**config.mk**
```make
export PLATFORM = sky130hd
export DESIGN_NAME = video_unpadder
export DESIGN_NICKNAME = d
export VERILOG_FILES = /design/src/rtl/video_pkg.sv /design/src/rtl/video_unpadder_zero_run_tracker.sv /design/src/rtl/video_unpadder.sv
export SDC_FILE = /design/constraint.sdc
export NUM_CORES = 1
export LEC_CHECK = 0
export ABC_AREA = 1
export CAP_MARGIN = 20
export CORE_MARGIN = 3
export CORE_UTILIZATION = 55
export DETAILED_ROUTE_END_ITERATION = 8
export GPL_TIMING_DRIVEN = 0
export PLACE_DENSITY = 0.79
export RECOVER_POWER = 50
export SLEW_MARGIN = 20
export SYNTH_ARGS = -nofsm -noshare
export SYNTH_HDL_FRONTEND = slang
export SYNTH_SLANG_ARGS = --single-unit
```
**constraint.sdc**
```tcl
create_clock -name clk -period 2.6 [get_ports clk]
set_clock_uncertainty 0.05 [all_clocks]
set_input_delay 0.52 -clock clk [delete_from_list [all_inputs] [get_ports clk]]
set_output_delay 0.52 -clock clk [all_outputs]
set_load 0.02 [all_outputs]
```
**src/rtl/video_pkg.sv**
```systemverilog
// video_pkg: shared state encoding and stream defaults for the video-buffer padder/unpadder pair
package video_pkg;

   localparam int DATA_W_DEF  = 8;
   localparam int PAD_LEN_DEF = 16;

   typedef enum logic [1:0] {
      RUN   = 2'd0,
      FLUSH = 2'd1,
      DONE  = 2'd2
   } state_t;

endpackage

```
**src/rtl/video_unpadder_zero_run_tracker.sv**
```systemverilog
// video_unpadder_zero_run_tracker: counts held zeros, parks the byte that ends a zero run, decodes flush/terminal hits
module video_unpadder_zero_run_tracker
   import video_pkg::*;
#(
   parameter int DATA_W  = DATA_W_DEF,
   parameter int PAD_LEN = PAD_LEN_DEF,
   parameter int CNT_W   = $clog2(PAD_LEN)
) (
   input  logic              clk,
   input  logic              rst,
   input  logic              clk_en,
   input  state_t            state,
   input  logic              rd_valid,
   input  logic [DATA_W-1:0] rd_data,
   input  logic              out_full,
   output logic [DATA_W-1:0] pending,
   output logic              held,
   output logic              flush_hit,
   output logic              term_hit,
   output logic              hazard
);

   logic [CNT_W-1:0] zero_cnt;
   logic             is_zero;
   logic             terminal;

   // decode what the byte currently on vbuf_data will do to the stream
   always_comb begin
      is_zero   = rd_data == '0;
      held      = zero_cnt != '0;
      terminal  = zero_cnt == CNT_W'(PAD_LEN - 1);
      term_hit  = rd_valid & is_zero & terminal;
      flush_hit = rd_valid & ~is_zero & held;
      hazard    = term_hit | flush_hit;
   end

   // grow the zero run in RUN, drain it one byte per unstalled FLUSH cycle
   always_ff @(posedge clk) begin
      if (!rst) begin
         zero_cnt <= '0;
         pending  <= '0;
      end else if (clk_en) begin
         if (state == RUN && rd_valid) begin
            if (is_zero)
               zero_cnt <= terminal ? '0 : zero_cnt + CNT_W'(1);
            else if (held)
               pending <= rd_data;
         end else if (state == FLUSH && !out_full && held) begin
            zero_cnt <= zero_cnt - CNT_W'(1);
         end
      end
   end

endmodule

```
**src/rtl/video_unpadder.sv**
```systemverilog
// video_unpadder: strips the PAD_LEN zero tail from vbuf and forwards payload; VIDEO_UNPADDER_COUNT_EN adds byte_count
module video_unpadder
   import video_pkg::*;
#(
   parameter int DATA_W  = DATA_W_DEF,
   parameter int PAD_LEN = PAD_LEN_DEF,
   parameter int CNT_W   = $clog2(PAD_LEN)
) (
   input  logic              clk,
   input  logic              rst,
   input  logic              clk_en,
   input  logic              vbuf_empty,
   output logic              vbuf_rd,
   input  logic [DATA_W-1:0] vbuf_data,
   input  logic              out_full,
   output logic              out_wr,
   output logic [DATA_W-1:0] out_data,
`ifdef VIDEO_UNPADDER_COUNT_EN
   output logic [23:0]       byte_count,
`endif
   output logic              stream_end
);

   state_t            state;
   state_t            state_nx;
   logic              rd_valid;
   logic [DATA_W-1:0] pending;
   logic              held;
   logic              flush_hit;
   logic              term_hit;
   logic              hazard;
   logic              wr;
   logic [DATA_W-1:0] wr_data;

   video_unpadder_zero_run_tracker #(
      .DATA_W  (DATA_W),
      .PAD_LEN (PAD_LEN),
      .CNT_W   (CNT_W)
   ) u_tracker (
      .clk       (clk),
      .rst       (rst),
      .clk_en    (clk_en),
      .state     (state),
      .rd_valid  (rd_valid),
      .rd_data   (vbuf_data),
      .out_full  (out_full),
      .pending   (pending),
      .held      (held),
      .flush_hit (flush_hit),
      .term_hit  (term_hit),
      .hazard    (hazard)
   );

   // state register
   always_ff @(posedge clk) begin
      if (!rst)
         state <= RUN;
      else if (clk_en)
         state <= state_nx;
   end

   // leave RUN on a full tail or a run-ending byte; return once the held run and pending byte are out
   always_comb begin
      state_nx = (state == RUN && term_hit)                ? DONE  :
                 (state == RUN && flush_hit)               ? FLUSH :
                 (state == FLUSH && !out_full && !held)    ? RUN   : state;
   end

   // read issue and write selection; reads stop early so no byte lands outside RUN
   always_comb begin
      vbuf_rd = rst & clk_en & (state == RUN) & ~vbuf_empty & ~out_full & ~hazard;
      wr      = (state == RUN && rd_valid && vbuf_data != '0 && !held) ||
                (state == FLUSH && !out_full);
      wr_data = (state == FLUSH) ? (held ? '0 : pending) : vbuf_data;
   end

   // vbuf data is valid the enabled cycle after a pop
   always_ff @(posedge clk) begin
      if (!rst)
         rd_valid <= 1'b0;
      else if (clk_en)
         rd_valid <= vbuf_rd;
   end

   // registered write port and sticky end-of-stream flag
   always_ff @(posedge clk) begin
      if (!rst) begin
         out_wr     <= 1'b0;
         out_data   <= '0;
         stream_end <= 1'b0;
      end else if (clk_en) begin
         out_wr <= wr;
         if (wr)
            out_data <= wr_data;
         if (state == RUN && term_hit)
            stream_end <= 1'b1;
      end
   end

`ifdef VIDEO_UNPADDER_COUNT_EN
   // saturating count of emitted bytes; naturally frozen in DONE since nothing is written
   always_ff @(posedge clk) begin
      if (!rst)
         byte_count <= '0;
      else if (clk_en && wr && byte_count != 24'hFFFFFF)
         byte_count <= byte_count + 24'd1;
   end
`endif

endmodule

```
* Word-level counts from Yosys, hierarchy flattened
Index checks and enable logic that the tools add are counted.
** Storage, ports and cells
- Output and inout port bits :: 11
- Logic and storage cells :: 57
- Bits in latches :: 0
- Memory bits (read-only) :: 0
- Memories :: 0
- Register bits :: 25
- Bits of input ports :: 13
- RAM bits :: 0
** Cells by class
- Magnitude comparators :: 0
- Reductions and logical operators :: 22
- Equality and inequality tests :: 3
- Mux-type cells :: 9
- Bitwise logic cells :: 14
- Multiply operators :: 0
- Divide/modulo/power cells :: 0
- Shift operators :: 0
- $add $sub $neg :: 2
** Operators with widths (count)
- two-way mux 4 bit :: 4
- two-way mux 8 bit :: 2
- AND 1 bit :: 9
- logical AND 1 bit :: 8
- zero test 8 bit :: 1
- nonzero test 8 bit :: 1
- two-way mux 2 bit :: 3
- AND reduction 2 bit :: 3
- adder 4 x 1 -> 4 bit (second input constant) :: 1
- == test 4 bit (second input constant) :: 1
- inverter 1 bit :: 4
- AND reduction 4 bit :: 1
- nonzero test 4 bit :: 1
- subtractor 4 x 1 -> 4 bit (second input constant) :: 1
- AND reduction 3 bit :: 1
- nonzero test 3 bit :: 1
- == test 2 x 1 -> 1 bit (second input constant) :: 1
- zero test 1 bit :: 2
- zero test 2 bit :: 1
- inequality test 2 x 1 -> 1 bit (second input constant) :: 1
- nonzero test 2 bit :: 1
- logical OR 1 bit :: 1
- OR 1 bit :: 1

* Depth between registers and ports, before layout
Gate-level depths: netlist (run 1).
- Word-level depth :: 7
- Mapped depth :: 9
- Mapped depth without buffers :: 9

* By module
Synthesis (run 1) repeated with hierarchy kept, for this count alone.
** Second synthesis, totals
- Cell total of the unflattened synthesis :: 219
- Area total of the unflattened synthesis :: 1561.5 um^2
** Modules (own cells, without submodules)
- video_unpadder :: cells an instance 112, times used 1, area each 788.3 um^2, seq. area each 260.2 um^2
- video_unpadder_zero_run_tracker :: cells an instance 107, times used 1, area each 773.2 um^2, seq. area each 240.2 um^2

* Least setup slack after synthesis (run 1)
No wires, ideal clock.
- Kind :: reg-to-output
- Start point :: reg u_tracker.zero_cnt[0]
- End point :: out vbuf_rd
- Path slack :: 0.774 ns
- Stages on the path, launching flop included :: 9
- Arrival time :: 1.256 ns
- Buffers on the path :: 2
- Data required time :: 2.030 ns
- Cells stage by stage :: dfxtp_1 inv_1 ha_1 nand3_2 buf_6 buf_6 nand3_1 nand2_1 inv_1
** On the way
- Longest elaborated chain between the ends :: 5
- Elaborated cells on any way between the ends :: 7
- Those cells by class :: eq/ne (1); bitwise (5); reduce/logical (1)
** Ends and longest elaborated chain
- start, declared :: line video_unpadder_zero_run_tracker.sv:23 : logic [CNT_W-1:0] zero_cnt;
- start signal, assigned :: line video_unpadder_zero_run_tracker.sv:45 : zero_cnt <= terminal ? '0 : zero_cnt + CNT_W'(1);
- start signal, assigned :: line video_unpadder_zero_run_tracker.sv:49 : zero_cnt <= zero_cnt - CNT_W'(1);
- == test 4 bit or nonzero test 4 bit (tied branches) :: line video_unpadder_zero_run_tracker.sv:31, video_unpadder_zero_run_tracker.sv:30
- AND 1 bit, on equally long branches :: line video_unpadder_zero_run_tracker.sv:32, video_unpadder_zero_run_tracker.sv:33
- OR 1 bit (*) :: line video_unpadder_zero_run_tracker.sv:34 : hazard = term_hit | flush_hit;
- inverter 1 bit (*) :: line video_unpadder.sv:71 : vbuf_rd = rst & clk_en & (state == RUN) & ~vbuf_empty & ~out_full & ~hazard;
- AND 1 bit (*) :: line video_unpadder.sv:71
- end, declared :: line video_unpadder.sv:13 : output logic vbuf_rd,
Every way passes the cells marked *; elsewhere a longest branch is shown, timed or not.

* Final worst setup path (run 1)
- Start point :: in vbuf_data[0]
- End point :: out vbuf_rd
** On the way
- Longest elaborated chain between the ends :: 7
- Elaborated cells on any way between the ends :: 9
- Those cells by class :: bitwise (8); reduce/logical (1)
** Ends and longest elaborated chain
- start, declared :: line video_unpadder.sv:14 : input logic [DATA_W-1:0] vbuf_data,
- zero test 8 bit (*) :: line video_unpadder_zero_run_tracker.sv:29 : is_zero = rd_data == '0;
- inverter 1 bit (no line)
- AND 1 bit (2 in series) :: line video_unpadder_zero_run_tracker.sv:33 : flush_hit = rd_valid & ~is_zero & held;
- OR 1 bit (*) :: line video_unpadder_zero_run_tracker.sv:34
- inverter 1 bit (*) :: line video_unpadder.sv:71
- AND 1 bit (*) :: line video_unpadder.sv:71
Marks and branches as above.

==> impl_metrics.toml, run 1 <==
[yosys]
seq_area_frac_synth = 0.334
synthXorXnorAreaFrac = 0
synth-adder-area-share = 0.0167
synthSimpleGateAreaFrac = 0.390
ys.warnings.count = 0
synth_top_family_by_area = "simple AND/OR/NAND/NOR gates"
ys.flop_type = "dfxtp_1"
yosys.area.top_type_share = 0.334
synth_common_cells = "nand2_1 (54), dfxtp_1 (25), a21oi_1 (23), inv_1 (23)"
muxShareOfSynthArea = 0
synth_edf_count = 0
synth_compound_area_frac = 0.137
syn-num-nets = 233
syn_area_um2 = 1500
netlist-cell-type-count = 22
yosys-top-cells-area = "dfxtp_1 (33%), nand2_1 (14%), a21oi_1 (7.7%), nand3_1 (6.0%), o21ai_0 (6.0%)"
synth_top_area_cell = "dfxtp_1"
yosys_register_bits = 25
postSynthAreaPerCell_um2 = 6.88
syn_inst = 218
async_flop_share = 0
yosysMostFrequentCell = "nand2_1"

[place]
place.gp.congestion = 0.873
hpwl_um = 2690
portBuffers = 23

[final_layout]
num_antenna_cells = 0
fin_nets = 261
area_delta_synth_final_pct = 17.8
drive_gt1_frac = 0.110
utilization = 0.695

[critical_path]
worstSetupPathType = "input port to primary output"
reg2reg_to = "out_wr"
cp_max_fo = 10
reg2reg_from = "u_tracker.zero_cnt[1]"
r2r_cells = 9
cp_data_arrival_time_ps = 1870
worst_setup_path_end_kind = "primary output"
cp_cell_sequence = "clkdlybuf4s50_1 -> nor2_1 -> nand2_1 -> inv_1 -> nand2_1 -> buf_6 -> nand3_1 -> nand2_1 -> inv_1 -> clkbuf_2"
worst_ep_required_time_ps = 2030
max_stage_delay_ps = 510
crit_top_cell = "nand2_1"
startpoint_type = "input port"
regToRegSetupSlack_ps = 660
worst_path_max_delay_cell = "clkdlybuf4s50_1"

[route]
first_pass_iters = 4
vias = 1487
drc = 0
drt_iter0_markers = 89
via_per_inst = 5.41
wl_um = 3490
routedWlPerCell_um = 12.7
ant_nets = 0

[clock_network]
cts_tree = "yes"
cts_setup_buffers = 0
cts_resized = 3
hold_buffers = 0
cts_buffer_depth = 2
cts.sinks = 25
h-tree-depth = 1
worstSkewPairLatency_ps = 330
cts_root_buf = "clkbuf_4"
cts_inserted_buffers = 3
clk_pin_slew_ps = 140

[global_routing]
grt_first_pass_wirelength_um = 5920
grt_pass1_vias = 1382
antenna_found_initial = 0
grt-ovfl-total = 0
grt_max_degree = 16
grt_use_total = 0.219

[floorplanning]
io-pin-count = 24
die_x_um = 58.2
die_y_um = 58.2
rows = 18
dieArea_um2 = 3390
initial_core_util = 0.589
fp.coreArea_um2 = 2540

[sta]
setup_viol_count_final = 0
fin_setup_tns_ps = 0
period_needed_ps = 2440
fin_crit_sh = 0.938
slew_headroom = 0.700
max_freq_mhz = 410
tightest_slew_ps = 450
holdWs_ps = 410
slew_violations = 0
grt_setup_unrepaired = "no"
hold_violations = 0

[worst_hold_path]
worstHoldStart = "stream_end"
hp-class = "flop to flop"
whs_path_depth = 2
worstHoldEndpoint = "stream_end"

[outcome]
status = "completed"

[power_and_ir_drop]
power_density_nw_per_um2 = 374
peakVddDrop_v = 0.000384
power_uw = 662
leakagePower_nw = 0.753

[run]
max_cap_violations = 0
-- layer usage --
metal	share of wire	wire, um	GRT usage
met1	0.46	1610	0.291
met2	0.47	1650	0.360
met3	0.044	154	0.0223
met4	0.020	70	0.0927
met5	0	0	0
-- through the flow --
step,area [um^2],instances,worst slack [ps]
after global placement,1770,271,-298
after CTS,1800,275,11.2
final,1770,275,160
after floorplan,1500,218,774
after global routing,1770,275,61.6
after detailed placement,1770,271,-316
-- kinds of logic (layout without fill, tap and decap cells) --
kind of cell / count (synthesis) / count (layout)
adder cells (fa/ha/maj): 2 / 2
flip-flops: 25 / 25
buffers and inverters: 35 / 62
AND/OR/NAND/NOR: 115 / 115
AO/OA/AOI/OAI: 41 / 41
-- critical path, delay by kind of cell --
kind          cells  cell delay (ps)
simple gates      5              440
buf+inv           5              900
-- cell type report --
class	count	area, um^2
Tap cell	30	37.5
Inverter	27	106
Sequential cell	25	502
Multi-Input combinational cell	158	793
Timing Repair Buffer	23	225
Fill cell	222	777
Clock inverter	1	7.51
Clock buffer	3	22.5
Buffer	8	73.8
-- worst max-delay path by stage --
stage                                startpoint  endpoint  slack [ps]  cells after the start
final                              vbuf_data[0]   vbuf_rd         160                     10
after floorplan           u_tracker.zero_cnt[0]   vbuf_rd         770                      8
after CTS                 u_tracker.zero_cnt[0]   vbuf_rd          10                      9
after global placement             vbuf_data[6]   vbuf_rd        -300                     10
after detailed placement           vbuf_data[6]   vbuf_rd        -320                     10
after global routing                     clk_en   vbuf_rd          60                      8
-- placed cells by master, fill, tap and decap left out --
cell type / netlist / routed
nor2_2: 2 / 2
nand2_2: 3 / 1
clkbuf_2: 0 / 1
dfxtp_1: 25 / 24
o21ai_0: 18 / 18
buf_6: 4 / 4
ha_1: 2 / 2
clkinv_4: 1 / 1
nand4_1: 11 / 11
nand3_2: 4 / 3
inv_2: 3 / 3
nor2_1: 17 / 17
nor2_8: 1 / 1
a21oi_1: 23 / 23
clkinvlp_4: 0 / 1
inv_1: 23 / 23
nand2_1: 54 / 56
nand2_4: 1 / 1
nand3_1: 18 / 20
nor2_4: 2 / 2
clkdlybuf4s50_1: 0 / 21
clkbuf_1: 1 / 2
clkbuf_8: 1 / 1
nand3_4: 2 / 1
dlygate4sd3_1: 0 / 1
buf_4: 2 / 1
dfxtp_2: 0 / 1
clkbuf_4: 0 / 3
-- sequential cells by signal (all words and copies together) (netlist names) --
name and flops:
out_data 8, out_wr 1, rd_valid 1, state 2, stream_end 1, u_tracker.pending 8, u_tracker.zero_cnt 4
-- report_power, final --
group          switching, mW  internal [mW]
clock network          0.125         0.0589
registers            0.00366          0.387
logic                 0.0470         0.0394
total                  0.176          0.486
Note: power is estimated with default switching activity, not from simulation.
==> run 2: changes to the inputs <==
- SKIP_CTS_REPAIR_TIMING: unset -> 1
==> run 2 against run 1 <==
Global-route usage stayed put. Sequential cell count stayed put. Core utilization hardly changed. First-iteration DRC count is 5.6% higher. Power hardly changed. Routed wire length is 0.14% lower. Setup slack better by 5.2 ps. Sequential share of layout area is 0.091 points lower. Hold slack worse by 2.1 ps. Combinational power hardly changed. Via count is 1.5% lower. Cell count stayed put.
==> impl_metrics.toml, run 2 (synthesis gave the netlist of run 1 again) <==
[global_routing]
grt_pass1_vias = 1382
grt_first_pass_wirelength_um = 5920
antenna_found_initial = 0
grt_max_degree = 16
grt-ovfl-total = 0
grt_use_total = 0.219

[clock_network]
cts_buffer_depth = 2
clk_pin_slew_ps = 140
cts_tree = "yes"
cts_root_buf = "clkbuf_4"
h-tree-depth = 1
worstSkewPairLatency_ps = 330
cts.sinks = 25
cts_inserted_buffers = 3

[worst_hold_path]
worstHoldStart = "stream_end"
whs_path_depth = 2
hp-class = "flop to flop"
worstHoldEndpoint = "stream_end"

[route]
routedWlPerCell_um = 12.7
vias = 1465
drc = 0
drt_iter0_markers = 94
wl_um = 3480
first_pass_iters = 4
via_per_inst = 5.33
ant_nets = 0

[final_layout]
fin_nets = 261
area_delta_synth_final_pct = 17.9
nFillCells = 221
num_antenna_cells = 0
layout_commonest_cell = "nand2_1"
stdcell_count = 275
utilization = 0.695
top_regs = "out_data (8), u_tracker.pending (8), u_tracker.zero_cnt (4)"
drive_gt1_frac = 0.110
layout_common_cells = "nand2_1 (55), dfxtp_1 (25), inv_1 (23), a21oi_1 (23), clkdlybuf4s50_1 (21)"

[critical_path]
regToRegSetupSlack_ps = 650
reg2reg_from = "u_tracker.zero_cnt[0]"
worst_setup_path_end_kind = "primary output"
cp_max_fo = 10
worstSetupPathType = "input port to primary output"
cp_data_arrival_time_ps = 1860
startpoint_type = "input port"
reg2reg_to = "out_wr"
r2r_cells = 9
worst_ep_required_time_ps = 2030

[floorplanning]
dieArea_um2 = 3390
fp.coreArea_um2 = 2540
die_x_um = 58.2
initial_core_util = 0.589
rows = 18
die_y_um = 58.2
io-pin-count = 24

[power_and_ir_drop]
peakVddDrop_v = 0.000384
power_density_nw_per_um2 = 374
leakagePower_nw = 0.752

[sta]
max_freq_mhz = 411
period_needed_ps = 2430
hold_violations = 0
grt_setup_unrepaired = "no"
setup_viol_count_final = 0
slew_headroom = 0.698
fin_crit_sh = 0.936
slew_violations = 0
tightest_slew_ps = 454

[run]
max_cap_violations = 0

[place]
hpwl_um = 2690
portBuffers = 23
placed_cells = 271
place.gp.congestion = 0.873

[outcome]
status = "completed"
-- run 2: cell counts in the layout (fill, tap and decap cells not counted) --
Identical to the previous run, type by type.
-- run 2: how the worst max path moves through the flow --
stage                   end  cells after the start                  start
finish              vbuf_rd                     10           vbuf_data[0]
floorplan           vbuf_rd                      8  u_tracker.zero_cnt[0]
global placement    vbuf_rd                     10           vbuf_data[6]
detailed placement  vbuf_rd                     10           vbuf_data[6]
global route        vbuf_rd                      8                 clk_en
CTS                 vbuf_rd                     10           vbuf_data[6]
-- run 2: layout make-up --
type | count | area [um^2] | share of cell area
plain buffers | 8 | 73.8 | 0.0417
clock buffers | 3 | 22.5 | 0.0127
clock inverters | 1 | 7.51 | 0.00424
inverters | 27 | 106 | 0.0601
multi-input cells | 158 | 796 | 0.450
flip-flops and latches | 25 | 500 | 0.283
well taps | 30 | 37.5 | 0.0212
repair buffers | 23 | 225 | 0.127
-- run 2: routing by layer --
layer,share of wire,track usage
met3,0.041,0.0223
met2,0.48,0.360
met5,0,0
met4,0.022,0.0927
met1,0.46,0.291
-- run 2: worst max-delay path: stages --
cell and delay [ps]:
clkdlybuf4s50_1 510, nor2_1 60, nand2_1 90, inv_1 50, nand2_1 130, buf_6 160, nand3_1 70, nand2_1 90
inv_1 40, clkbuf_2 140
-- run 2: power by group --
| group | switching, mW | internal, mW | total, mW |
|---|---|---|---|
| clock network | 0.125 | 0.0589 | 0.184 |
| registers | 0.00365 | 0.387 | 0.391 |
| logic | 0.0469 | 0.0395 | 0.0864 |
| total | 0.176 | 0.486 | 0.661 |
-- run 2: through the flow --
step                hold WS, ps  instance area, um^2  total power [mW]  TNS, ps  worst slack (ps)
floorplan                   391                 1500             0.448        0               774
global placement            387                 1770             0.484     -298              -298
detailed placement          390                 1770             0.487     -316              -316
CTS                         410                 1800             0.669     -337              -337
global route                421                 1770             0.689        0              61.6
finish                      408                 1770             0.661        0               165
==> run 3: changes to the inputs <==
- GPL_TIMING_DRIVEN: 0 -> unset
- HOLD_SLACK_MARGIN: unset -> 0.03
- PLACE_DENSITY: 0.79 -> 0.89
==> run 3 against run 2 <==
Largest cell class unchanged. Setup slack improved by 120 ps. Largest power group unchanged. Die area did not move. Cell count up 2.9%. Hold slack improved by 6.3 ps. Critical endpoint unchanged. Sequential power barely moved.
==> impl_metrics.toml, run 3 (synthesis gave the netlist of run 1 again) <==
[critical_path]
worstSetupPathType = "input port to primary output"
worst_setup_path_end_kind = "primary output"
endpoint = "vbuf_rd"
cp_max_fo = 2
r2r_cells = 7
worst_ep_required_time_ps = 2030
crit_path_start = "vbuf_data[1]"
reg2reg_to = "u_tracker.pending[1]"
cp_data_arrival_time_ps = 1740
startpoint_type = "input port"
reg2reg_from = "u_tracker.zero_cnt[1]"
regToRegSetupSlack_ps = 820

[global_routing]
grt_pass1_vias = 1321
grt_first_pass_wirelength_um = 5790
grt_max_degree = 20
antenna_found_initial = 0
grt_use_total = 0.218
grt-ovfl-total = 0

[clock_network]
h-tree-depth = 1
cts_tree = "yes"
cts_root_buf = "clkbuf_4"
cts_inserted_buffers = 3
cts_buffer_depth = 2
worstSkewPairLatency_ps = 320
cts.sinks = 25
clk_pin_slew_ps = 140

[floorplanning]
die_y_um = 58.2
rows = 18
fp.coreArea_um2 = 2540
io-pin-count = 24
dieArea_um2 = 3390
initial_core_util = 0.589
die_x_um = 58.2

[route]
drc = 0
drt_iter0_markers = 55
wl_um = 3430
vias = 1522
ant_nets = 0
routedWlPerCell_um = 12.1
via_per_inst = 5.38
first_pass_iters = 4

[final_layout]
finalInstanceArea_um2 = 1830
num_antenna_cells = 0
utilization = 0.721
layout_common_cells = "nand2_1 (54), dfxtp_1 (25), inv_1 (23), a21oi_1 (23), clkdlybuf4s50_1 (22)"
drive_gt1_frac = 0.146
fin_nets = 269
nFillCells = 197
layout_commonest_cell = "nand2_1"
top_regs = "out_data (8), u_tracker.pending (8), u_tracker.zero_cnt (4)"
area_delta_synth_final_pct = 22.3

[sta]
period_needed_ps = 2310
slew_violations = 0
slew_headroom = 0.613
setup_viol_count_final = 0
fin_setup_tns_ps = 0
fin_ws_ps = 287
tightest_slew_ps = 581
hold_violations = 0
fin_crit_sh = 0.890
max_freq_mhz = 432
grt_setup_unrepaired = "no"

[run]
max_cap_violations = 0

[place]
portBuffers = 23
place.gp.congestion = 0.848
place_ws_ps = -58.9
hpwl_um = 2490
placed_cell_area_um2 = 1810

[power_and_ir_drop]
power_density_nw_per_um2 = 365
peakVddDrop_v = 0.000319
leakagePower_nw = 0.806

[outcome]
status = "completed"

[worst_hold_path]
whs_path_depth = 2
hp-class = "flop to flop"
-- run 3: through the flow --
step	hold WS, ps	power, mW	instances
floorplan	391	0.448	218
global placement	392	0.494	279
detailed placement	392	0.496	279
CTS	415	0.675	283
global route	433	0.698	283
finish	414	0.670	283
-- run 3: worst min path at each step --
stage                                     from                   end  slack (ps)
after floorplan           u_tracker.pending[0]  u_tracker.pending[0]         390
after global routing                stream_end            stream_end         430
after global placement              stream_end            stream_end         390
after detailed placement            stream_end            stream_end         390
final                               stream_end            stream_end         410
after CTS                           stream_end            stream_end         410
-- run 3: cell type report --
type / count / area (um^2) / share of cell area
inverters: 27 / 106 / 0.0580
well taps: 30 / 37.5 / 0.0205
clock inverters: 1 / 7.51 / 0.00409
clock buffers: 3 / 22.5 / 0.0123
multi-input cells: 158 / 811 / 0.442
repair buffers: 39 / 349 / 0.190
flip-flops and latches: 25 / 500 / 0.273
-- run 3: worst max-delay path, stage by stage --
cell and delay [ps]:
clkdlybuf4s50_1 430, nor2_1 120, nand2_1 100, inv_1 70, nand2_1 70, nand3_1 90
nand2_1 70, inv_1 60, dlymetal6s2s_1 210
-- run 3: report_power, final --
group	leakage, nW	switching [mW]	internal, mW
Clock	0.0139	0.122	0.0589
Combinational	0.590	0.0501	0.0480
Sequential	0.202	0.00358	0.387
Total	0.806	0.176	0.494
-- run 3: layer usage --
layer / track usage / vias to the layer above / part of all wire
li1: - / 782 / -
met1: 0.289 / 684 / 0.47
met2: 0.360 / 51 / 0.47
met3: 0.0267 / 5 / 0.044
met4: 0.0828 / 0 / 0.012
met5: 0 / - / 0
